$ cat src/rtl/sat_counter.sv
`default_nettype none
// ============================================================================
//  Module      : sat_counter
//  Description : Up-counter that sticks at all-ones instead of wrapping.
//  Ports       : clk, rst_n (sync, active-low), inc_i (count enable),
//                cnt_o (current count)
//  Revision    : 1.0  initial release
// ============================================================================
module sat_counter #(
    parameter int WIDTH = 16
) (
    input  logic             clk,
    input  logic             rst_n,
    input  logic             inc_i,
    output logic [WIDTH-1:0] cnt_o
);

    logic [WIDTH-1:0] r_cnt_q;
    logic [WIDTH-1:0] w_cnt_d;

    always_comb begin
        w_cnt_d = r_cnt_q;
        if (inc_i && (r_cnt_q != {WIDTH{1'b1}})) begin
            w_cnt_d = r_cnt_q + 1'b1;
        end
    end

    always_ff @(posedge clk) begin
        if (!rst_n) begin
            r_cnt_q <= '0;
        end else begin
            r_cnt_q <= w_cnt_d;
        end
    end

    assign cnt_o = r_cnt_q;

endmodule
`default_nettype wire

$ cat config.mk
export PLATFORM = sky130hd
export DESIGN_NAME = sat_counter
export DESIGN_NICKNAME = d
export VERILOG_FILES = /design/src/rtl/sat_counter.sv
export SDC_FILE = /design/constraint.sdc
export NUM_CORES = 1
export LEC_CHECK = 0
export BUFFER_PORTS_ARGS = -buffer_cell sky130_fd_sc_hd__clkbuf_2
export CORE_MARGIN = 1.5
export CORE_UTILIZATION = 55
export CTS_CLUSTER_DIAMETER = 40
export DETAILED_ROUTE_END_ITERATION = 7
export PLACE_DENSITY = 0.81
export SLEW_MARGIN = 30
export SYNTH_ARGS = -nofsm -noshare
export SYNTH_HDL_FRONTEND = slang
export SYNTH_SLANG_ARGS = --single-unit
$ cat constraint.sdc
create_clock -name clk -period 5 [get_ports clk]
set_clock_uncertainty 0.1 [all_clocks]
set_input_delay 1 -clock clk [delete_from_list [all_inputs] [get_ports clk]]
set_output_delay 1 -clock clk [all_outputs]
set_load 0.01 [all_outputs]
* Word level (Yosys, flattened, before mapping)
Index checks and enable logic that the tools add are counted.
Word-level totals: register bits 16, input port bits 3, output and inout bits 16, logic and storage cells 4
Operators by class: add/subtract/negate cells 1, equality and inequality tests 1, reduce and logical (&&, ||, !) cells 1
Operators with widths (number):
- adder 16 x 1 -> 16 bit (second input constant) | 1
- != test 16 bit (second input constant) | 1
- logical AND 1 bit | 1

* Logic depth before layout (Yosys ltp)
Gate-level depths: netlist of run 1.
word-level depth 2, mapped depth 6, gate-level depth less buffers 5

* Worst setup path after synthesis of run 1
Ideal clock, no wire load.
path kind in2reg, from input port inc_i, to register r_cnt_q[6], in the netlist cnt_o[6], library setup time 70 ps, arrival time 1738 ps, data required time 4830 ps, setup slack 3093 ps, cell stages on the path 4, path buffers 0, cells stage by stage and4_1 o41ai_1 or3_1 a21oi_1
On the way: word-level cells in the longest chain between the ends 1
RTL lines:
- from (decl) | RTL line 14 | input logic inc_i,
- logical AND 1 bit | RTL line 23 | if (inc_i && (r_cnt_q != {WIDTH{1'b1}})) begin
- to (signal assigned) | RTL line 32 | r_cnt_q <= w_cnt_d;
- to (decl) | RTL line 18 | logic [WIDTH-1:0] r_cnt_q;
Every way passes these cells. A chain may end at the register's enable or synchronous reset.

* Final worst setup path of run 1
from register r_cnt_q[5], in the netlist cnt_o[5], to output port cnt_o[5]
RTL lines:
- to (decl) | RTL line 15 | output logic [WIDTH-1:0] cnt_o
No word-level cell between the ends.

==> results.txt, run 1 <==
- The first detailed-routing pass took 4 iterations.
- In the final routed layout, each cell accounts on average for 12.6 µm.
* Total routed wirelength: 1660 µm
- Post-synthesis sequential area ratio: 38.3%
* Final slew viol count: 0
* R2r startpoint: cnt_o[0]
- Instance count of the mapped netlist: between 90 and 100
- The repair_antennas step left the layout with diodes totalling 0.
- Flop and latch count out of synthesis: 16
- Setup violations remaining at the end of the flow were counted as 0.
- The worst path needs just over 2000 ps of the cycle, external delays included.
- IR analysis of the VDD net gives a maximum drop of approximately 200 µV.
- The slowest stage of the critical path is the dfxtp_1 cell.
* Cell types with the highest counts after synthesis: dfxtp_1 (16), nand2_1 (10), a21oi_1 (9), nand3_1 (6)
- In this run the power density over the cells is roughly 230 mW/mm².
- Number of max-cap violations: 0
- The congestion estimate from routability-driven global placement came to 0.782.
- In this run the static leakage power is around 0.38 nW.
- The via count of the first global-routing pass is 678.
- Slew headroom: 53.3%
* Worst setup path startpoint: cnt_o[5]
* Reg2Reg Depth: 5
- Worst hold endpoint: cnt_o[9]
* Vertical extent of the die: approximately 42 µm
- After detailed routing, the number of remaining DRC violations is 0.
- Traced cell by cell, the critical path runs through clkbuf_2.
- For this run, the top clock speed supported by timing is roughly 500 MHz.
- Pin placement for this block handled 19 I/O pins.
- Via count: 800
* Clk sink count: 16
* Number of stages on the worst hold path: 2
- Buffers inserted by post-CTS timing repair: 0
* Post-CTS Hold Fix Bufs: 0
* Clock network latency to the later pin of the worst-skew pair: between 200 and 300 ps
* Layout overhead on the synthesized area: 17.0%
- Total routing resource utilization after global routing: between 20% and 30%
- The setup path with the least slack is of type reg2out.
* Slew at the pin closest to its max-slew limit: 696 ps
- The die covers about 0.0018 mm².
- Routed vias/inst: around 6.1
* Startpoint Class: flop
- Outcome: finished clean
- DRT antenna net count: 0
- CTS buffer count: 3
* Startpoint of the most critical hold path: cnt_o[9]
* Hold violation count in the final report: 0
- Quantity of I/O buffers inserted on ports: 18
- Clk slew on worst S/H paths: approximately 100 ps
- The cell area that synthesis handed to floorplanning was 837 µm².
* Worst reg2reg endpoint: cnt_o[11]
- Summed over all layers, the global routing overflow is 0.
- The register with the most flip-flops in the layout has 16 of them.
- Rows: 13
- Half-perimeter wire length after detailed placement: 1220 µm
* Average footprint of a synthesized cell: 8.63 µm²
- Register-to-register setup slack: 3110 ps
- Summed over all failing endpoints, the final setup total negative slack is 0 ps.
- Async set-or-reset flop fraction in the synthesized netlist: 0%
- First-pass GRT wire length: approximately 2900 µm
- For this run, the post-layout net count is 122.
- Die width: about 42 µm
- Setup repair after global routing left no endpoint under its margin.
- Grouping stages by cell kind, the critical path spends the most delay in flip-flops.
- Share of post-route cells with drive strength above 1: about a fifth
* Share of Yosys cell area claimed by the top area cell type: approximately two fifths
* Netlist cell types: 31
- The number of antenna violations at the first check in global routing is 0.
- Synth area leader: dfxtp_1
- Yosys mapped a number of flops with a built-in enable equal to 0.
* Clock Tree Buf Depth: 2
- Worst-path maximum fanout: 7
* Most common cell in the synthesized netlist: dfxtp_1
* Critical path buffers and inverters: 1
* Overall power: approximately 220 µW
- Cells resized by post-CTS repair: 0
- Type of the most critical hold path: reg2reg
- At the worst endpoint, the arrival time is ~960 ps.
- The total area inside the core boundary comes to between 0.001 and 0.0015 mm².
* Root cell of the clock tree: clkbuf_4
- Most frequently used flop master after synthesis: dfxtp_1
* TritonCTS clock tree: done
- Largest net degree at the start of global routing: 18
- In the post-synthesis netlist, the biggest area contributors are dfxtp_1 (38%), a21oi_1 (5.4%), nand2_1 (4.5%).
* Warnings from Yosys: 0
- Final worst-path cycle share: around two fifths
* Number of DRC markers after the initial detailed-route iteration: 16
* Required time of the critical path: 3900 ps
- On the worst path, the slowest cell contributes a delay of just under 500 ps.
* Deepest level of the CTS H-tree: 1
* Element type at the critical path end: output port
* Initial core utilization: between 60% and 70%
* Total nets after synthesis: ~100
[cell families (layout without fill, tap and decap cells)]
kind of cell	count (synthesis)	count (layout)	synth area share, %
DFF	16	16	38.3
xor gates and xnor gates	2	2	2.09
adders and majority gates	1	1	1.49
and+or+nand+nor	47	47	35.0
muxes	3	3	3.59
AOI/OAI and AO/OA	22	22	16.4
buffers and inverters	6	26	3.14
[final cells by class]
class	count	area, µm²
flip-flops and latches	16	320
clock buffers	4	36.3
repair buffers	18	90.1
fillers	117	387
inverters	4	15.0
multi-input cells	75	499
well taps	15	18.8
[stage by stage]
| stage | setup slack [ps] | hold WS (ps) | instances | instance area, µm² | util (%) |
|---|---|---|---|---|---|
| floorplan | 3090 | 421 | 97 | 837 | - |
| global placement | 2780 | 399 | 128 | 935 | 68.4 |
| detailed placement | 2810 | 412 | 128 | 943 | 69.0 |
| CTS | 2930 | 426 | 132 | 980 | 71.7 |
| global route | 2900 | 453 | 132 | 980 | 71.7 |
| finish | 2940 | 424 | 132 | 980 | 71.7 |
[worst max path at each step]
stage	endpoint	depth (start not counted)
2_1_floorplan	cnt_o[6]	4
3_3_place_gp	cnt_o[11]	5
3_5_place_dp	cnt_o[13]	4
4_1_cts	cnt_o[5]	1
5_1_grt	cnt_o[5]	1
6_report	cnt_o[5]	1
[report_power, final]
group,switching (mW),leakage (nW),internal [mW]
combinational,0.00591,0.225,0.00313
clock,0.0415,0.0210,0.0443
sequential,0.00146,0.129,0.129
[layout by cell type, fill, tap and decap left out, types with 2 or more instances in the layout]
| cell | count |
|---|---|
| dfxtp_1 | 16 |
| a21oi_1 | 9 |
| nor4_1 | 3 |
| mux2i_1 | 3 |
| inv_1 | 4 |
| o31ai_1 | 5 |
| clkbuf_4 | 3 |
| nand2_1 | 10 |
| and4_1 | 3 |
| o21ai_0 | 4 |
| or4_1 | 5 |
| nand4_1 | 3 |
| clkbuf_2 | 18 |
| nor2_1 | 5 |
| nand2b_1 | 2 |
| nor3_1 | 2 |
| nand3_1 | 6 |
| or3_1 | 2 |
[tightest hold or removal path, stage by stage, from the launching register on]
cell     delay (ps)
dfxtp_1         350
o31ai_1          80
a21oi_1          60
[per-layer routing]
layer	vias to the layer above	global-route usage, %	part of all wire, %
met1	361	28.9	50
met5	-	0	0
met3	2	2.59	3.8
met4	0	9.38	1.1
li1	419	-	-
met2	18	31.9	45
Power figures use the tool's default switching activity.
==> inputs of run 2 (changes only) <==
--- a/config.mk
+++ b/config.mk
@@ -7,10 +7,10 @@
 export LEC_CHECK = 0
 export BUFFER_PORTS_ARGS = -buffer_cell sky130_fd_sc_hd__clkbuf_2
 export CORE_MARGIN = 1.5
-export CORE_UTILIZATION = 55
+export CORE_UTILIZATION = 51
 export CTS_CLUSTER_DIAMETER = 40
 export DETAILED_ROUTE_END_ITERATION = 7
-export PLACE_DENSITY = 0.81
+export PLACE_DENSITY = 0.76
 export SLEW_MARGIN = 30
 export SYNTH_ARGS = -nofsm -noshare
 export SYNTH_HDL_FRONTEND = slang
==> constraint.sdc (replaced) <==
create_clock -name clk -period 2 [get_ports clk]
set_clock_uncertainty 0.1 [all_clocks]
set_input_delay 0.4 -clock clk [delete_from_list [all_inputs] [get_ports clk]]
set_output_delay 0.4 -clock clk [all_outputs]
set_load 0.01 [all_outputs]
==> results.txt, run 2 (synthesis gave the netlist of run 1 again) <==
* Net count of the finished layout: about 120
- R2r startpoint: cnt_o[5]
* Startpoint of the most critical hold path: rst_n
* Type of the most critical hold path: in2reg
- Vertical extent of the die: about 44 µm
* Setup repair after global routing missed its margin: false
- Headroom to the max-slew limit came out at between 50% and 60%.
- Total routing resource utilization after global routing: roughly 22%
- The number of antenna violations at the first check in global routing came to 0.
- For this run the aggregate overflow at the end of global routing stands at 0.
- The register with the most flip-flops in the layout has 16 of them.
* Total DRC errors in the routed layout: 0
- In this run the remaining antenna-violating nets after routing total 0.
- The worst path needs ~1800 ps of the cycle, external delays included.
- Summing over every cut layer, the via total after detailed routing is between 800 and 900.
- The congestion estimate from routability-driven global placement came to 0.799.
* Rows: 14
- Deepest level of the CTS H-tree: 1
- Number of DRC markers after the initial detailed-route iteration: 5
- On the final layout, the worst hold slack is about 280 ps.
- Core region area: between 0.0015 and 0.002 mm²
- Count of endpoints failing setup in the final report: 0
- Most common library cell in the layout ignoring fill and taps: clkbuf_2
* TritonCTS clock tree: done
- The die covers about 0.0019 mm².
- 0 antenna diodes ended up in the layout.
- Number of top-level design ports: 19
- Detailed Routing Iterations Pass 1: 4
- For this configuration, the core starts out at a cell density of 54.9%.
- The post-route netlist has between 20% and 30% of its cells at a drive strength greater than 1.
- Average routed wire per standard cell: roughly 13 µm
- The number of hold violations in the final report is 0.
- At the later pin of the worst-skew pair, clock insertion delay measures about 290 ps.
- Timing would allow up to ~570 MHz.
- Cells resized by post-CTS repair: 0
- Overall power consumption after layout is estimated at 565 µW.
* CTS buffer count: 3
- Number of max-cap violations: 0
- Commonest non-fill, non-tap cells in the layout: clkbuf_2 (18), dfxtp_1 (16), nand2_1 (10)
- Final worst-path cycle share: 88.5%
- Root cell of the clock tree: clkbuf_4
* Clock Tree Buf Depth: 2
- The first global-routing pass estimated between 3000 and 4000 µm of wire.
- Startpoint Class: flop
* Fin Setup TNS: 0 ps
* Post-CTS Hold Fix Bufs: 0
- Required time of the critical path: 2130 ps
- The run finished with clean final reports.
* Register-to-register setup slack: 230 ps
- Clk sink count: 16
- VDD sags by at most between 500 and 600 µV.
* Number of global-route vias before repair: approximately 700
- Final std cell area, no fill: about 990 µm²
* Element type at the critical path end: flop
- For this block, the routed nets add up to ~1800 µm of wire.
- Final slew viol count: 0
- Entering global routing, the biggest net connects 14 pins.
* Post-place instance area: ~950 µm²
- Leakage: approximately 0.37 nW
* Buffers inserted by post-CTS timing repair: 0
* Worst setup path startpoint: cnt_o[5]
- Layout overhead on the synthesized area: 17.9%
* Routed vias/inst: about 6
- At the worst endpoint, the arrival time is around 1900 ps.
- Measured along the x axis, the die boundary spans 43.5 µm.
- For this design the ratio of total power to cell area is roughly 570 mW/mm².
- Fillers: approximately 130
* Quantity of I/O buffers inserted on ports: 18
- Worst-path maximum fanout: 7
- At the pin with the least slew margin, the transition time is ~610 ps.
- Clk slew on worst S/H paths: about 90 ps
* Half-perimeter wire length after detailed placement: 1310 µm
- Post-layout util: 64.8%
- Worst setup path class: reg2reg
==> run 2: cell types whose count changed in the layout (fill, tap and decap cells not counted), sizes merged <==
cell / previous run / this run
buf: 0 / 2
==> run 2: critical path: stages (launching register included) <==
cell and delay [ps]:
dfxtp_1 480, nand4_4 180, or3_4 390, or4_1 410, a21oi_1 150
==> run 2: final timing paths <==
check	end	cells past startpoint
hold reg to reg	cnt_o[9]	2
setup reg to reg	cnt_o[13]	4
setup / recovery	cnt_o[13]	4
hold / removal	cnt_o[10]	2
==> run 2: through the flow <==
stage	setup WS, ps	instances
global route	91.1	135
detailed placement	257	131
global placement	298	131
CTS	241	135
finish	231	135
floorplan	297	97
==> run 2: routing by layer <==
metal / track usage [%] / wire length (µm)
met1: 27.8 / 854
met2: 34.6 / 813
met3: 6.67 / 91
met4: 6.67 / 13
met5: 0 / 0
==> run 2: area by class of cell <==
class / instances / area, µm² / area share (%)
Inverter: 4 / 15.0 / 1.52
Clock buffer: 4 / 36.3 / 3.68
Tap cell: 16 / 20.0 / 2.03
Sequential cell: 16 / 320 / 32.4
Timing Repair Buffer: 20 / 105 / 10.6
Multi-Input combinational cell: 75 / 490 / 49.7
==> run 2: power breakdown <==
group | switching (mW) | internal, mW | total, mW
sequential | 0.00385 | 0.321 | 0.325
clock | 0.106 | 0.111 | 0.217
combinational | 0.0147 | 0.00784 | 0.0226
==> inputs of run 3 (changes only) <==
--- a/config.mk
+++ b/config.mk
@@ -7,11 +7,11 @@
 export LEC_CHECK = 0
 export BUFFER_PORTS_ARGS = -buffer_cell sky130_fd_sc_hd__clkbuf_2
 export CORE_MARGIN = 1.5
-export CORE_UTILIZATION = 51
+export CORE_UTILIZATION = 45
 export CTS_CLUSTER_DIAMETER = 40
 export DETAILED_ROUTE_END_ITERATION = 7
-export PLACE_DENSITY = 0.76
-export SLEW_MARGIN = 30
+export PLACE_DENSITY = 0.68
+export SLEW_MARGIN = 20
 export SYNTH_ARGS = -nofsm -noshare
 export SYNTH_HDL_FRONTEND = slang
 export SYNTH_SLANG_ARGS = --single-unit
==> results.txt, run 3 (synthesis gave the netlist of run 1 again) <==
- Global placer's final weighted congestion: a little under 0.8
- The tree is rooted in a clkbuf_4.
- Maximum single-stage delay on the critical path: 400 ps
* Average routed wire per standard cell: around 12 µm
- Worst Hold Margin: approximately 300 ps
- Commonest non-fill, non-tap cells in the layout: clkbuf_2 (18), dfxtp_1 (16), nand2_1 (10)
- Hold violation count in the final report: 0
* DIE AREA: ~0.0021 mm²
* Total routing resource utilization after global routing: between 10% and 20%
* Startpoint Class: flop
* TritonCTS clock tree: done
* Power per standard cell area: 523 mW/mm²
- In the final layout, the multi-input gates occupy 490 µm².
* Clock network latency to the later pin of the worst-skew pair: 280 ps
* Via count: 800
- Post-place instance area: about 960 µm²
- In this run the count of I/O pins placed on the die edge is 19.
- Slew at the pin closest to its max-slew limit: just under 400 ps
- Share of post-route cells with drive strength above 1: between 20% and 30%
- Post-CTS Hold Fix Bufs: 0
- Once the floorplan was initialized, standard cells occupied between 40% and 50% of the core.
* Setup repair after global routing missed its margin: false
- During placement, the flow inserted port buffers numbering 18.
- The critical path is of the reg2reg type.
- Clock-pin slew was measured on the worst setup and hold paths at 90 ps.
- Critical path buffers and inverters: 1
* Final std cell area, no fill: roughly 980 µm²
* N_diodes: 0
- Max Clk Rate: about 560 MHz
- For this block, the initial DRC count from the detailed router was 11.
- After filler insertion, the fill cell instance count of the layout stands at around 180.
* Final slew viol count: 0
- Entering global routing, the biggest net connects 18 pins.
- Cell type of the slowest stage on the worst timing path: dfxtp_1
- After layout, the worst path uses between 80% and 90% of the clock period.
- Cells resized by post-CTS repair: 0
- The final layout contains routed wiring with a total length of roughly 1800 µm.
* Number of max-cap violations: 0
* Clock Tree Buf Depth: 2
- Cells after DPL: 140
- Fin worst setup slack: 202 ps
* Half-perimeter wire length after detailed placement: between 1000 and 1500 µm
- Data arrives at the worst endpoint at ~1900 ps.
- Summed over all layers, the global routing overflow is 0.
- Number of flip-flops under the largest register name: 16
- Type of the most critical hold path: in2reg
- Deepest level of the CTS H-tree: 1
* Die width: roughly 46 µm
- Crit path max-delay family: simple AND/OR/NAND/NOR gates
- After layout, the minimum clock period comes to approximately 1800 ps.
- In this run the vertical extent of the chip is around 46 µm.
- Count of endpoints failing setup in the final report: 0
* Total DRC errors in the routed layout: 0
- The analysis attributes to cell leakage a power of 0.361 nW.
- The floorplan step defined a core boundary enclosing between 0.0015 and 0.002 mm².
- Along the worst path, the maximum fanout reaches 6.
- The first detailed-routing pass ran for 6 iterations.
* Layout overhead on the synthesized area: 17.6%
- Routed vias/inst: between 5 and 6
- Most common library cell in the layout ignoring fill and taps: clkbuf_2
- The signal on the critical path passes through ha_1, and4_1, o41ai_1, buf_4, or3_1, a21oi_1.
- For the worst setup path, the data required time is approximately 2100 ps.
- DRT antenna net count: 0
- Antenna violations before repair: 0
- Worst slack at placement: between 200 and 250 ps
* Net count of the finished layout: roughly 120
* Element type at the critical path end: flop
- IR analysis of the VDD net gives a maximum drop of roughly 220 µV.
- Fin Setup TNS: 0 ps
- Area occupied by registers: 320 µm²
- In this run, CTS created clock tree buffers numbering 3.
* Final std cells w/o fill: 143
- Headroom to the max-slew limit came out at 73.2%.
- First-pass GRT wire length: 2820 µm
- Outcome: finished clean
* Buffers inserted by post-CTS timing repair: 0
- Rows: 15
- The via count of the first global-routing pass came to ~630.
* Clk sink count: 16
==> run 3: changes by cell type in the layout (fill, tap and decap cells not counted) <==
| cell | previous run | this run |
|---|---|---|
| clkbuf_8 | 1 | 0 |
==> run 3: final timing paths <==
| path | start | end | slack [ps] | depth (start not counted) |
|---|---|---|---|---|
| hold / removal | rst_n | cnt_o[10] | 300 | 2 |
| setup reg to reg | cnt_o[0] | cnt_o[6] | 200 | 6 |
| hold reg to reg | cnt_o[1] | cnt_o[1] | 430 | 2 |
| setup / recovery | cnt_o[0] | cnt_o[6] | 200 | 6 |
==> run 3: stage by stage <==
step	total power [mW]	util, %
CTS	0.521	56.4
finish	0.515	56.4
floorplan	0.345	-
global placement	0.355	55.1
detailed placement	0.355	55.1
global route	0.546	56.4
==> run 3: final cells by class <==
type	instances	area share, %
clock buffers	3	2.29
multi-input cells	75	49.8
well taps	25	3.18
inverters	4	1.52
flip-flops and latches	16	32.5
repair buffers	20	10.7
==> run 3: power breakdown <==
| part | total, mW | leakage, nW | internal [mW] | switching, mW |
|---|---|---|---|---|
| registers | 0.325 | 0.129 | 0.321 | 0.00358 |
| logic | 0.0220 | 0.218 | 0.00786 | 0.0141 |
| clock network | 0.168 | 0.0138 | 0.0698 | 0.0986 |
| total | 0.515 | 0.361 | 0.399 | 0.116 |
==> run 3: per-layer routing <==
| metal | wire, µm | part of all wire (%) | vias to the layer above | GRT usage, % |
|---|---|---|---|---|
| li1 | - | - | 413 | - |
| met2 | 780 | 44 | 16 | 26.9 |
| met1 | 910 | 52 | 369 | 26.1 |
| met4 | 12 | 0.68 | 0 | 6.86 |
| met5 | 0 | 0 | - | 0 |
| met3 | 52 | 3.0 | 2 | 3.53 |
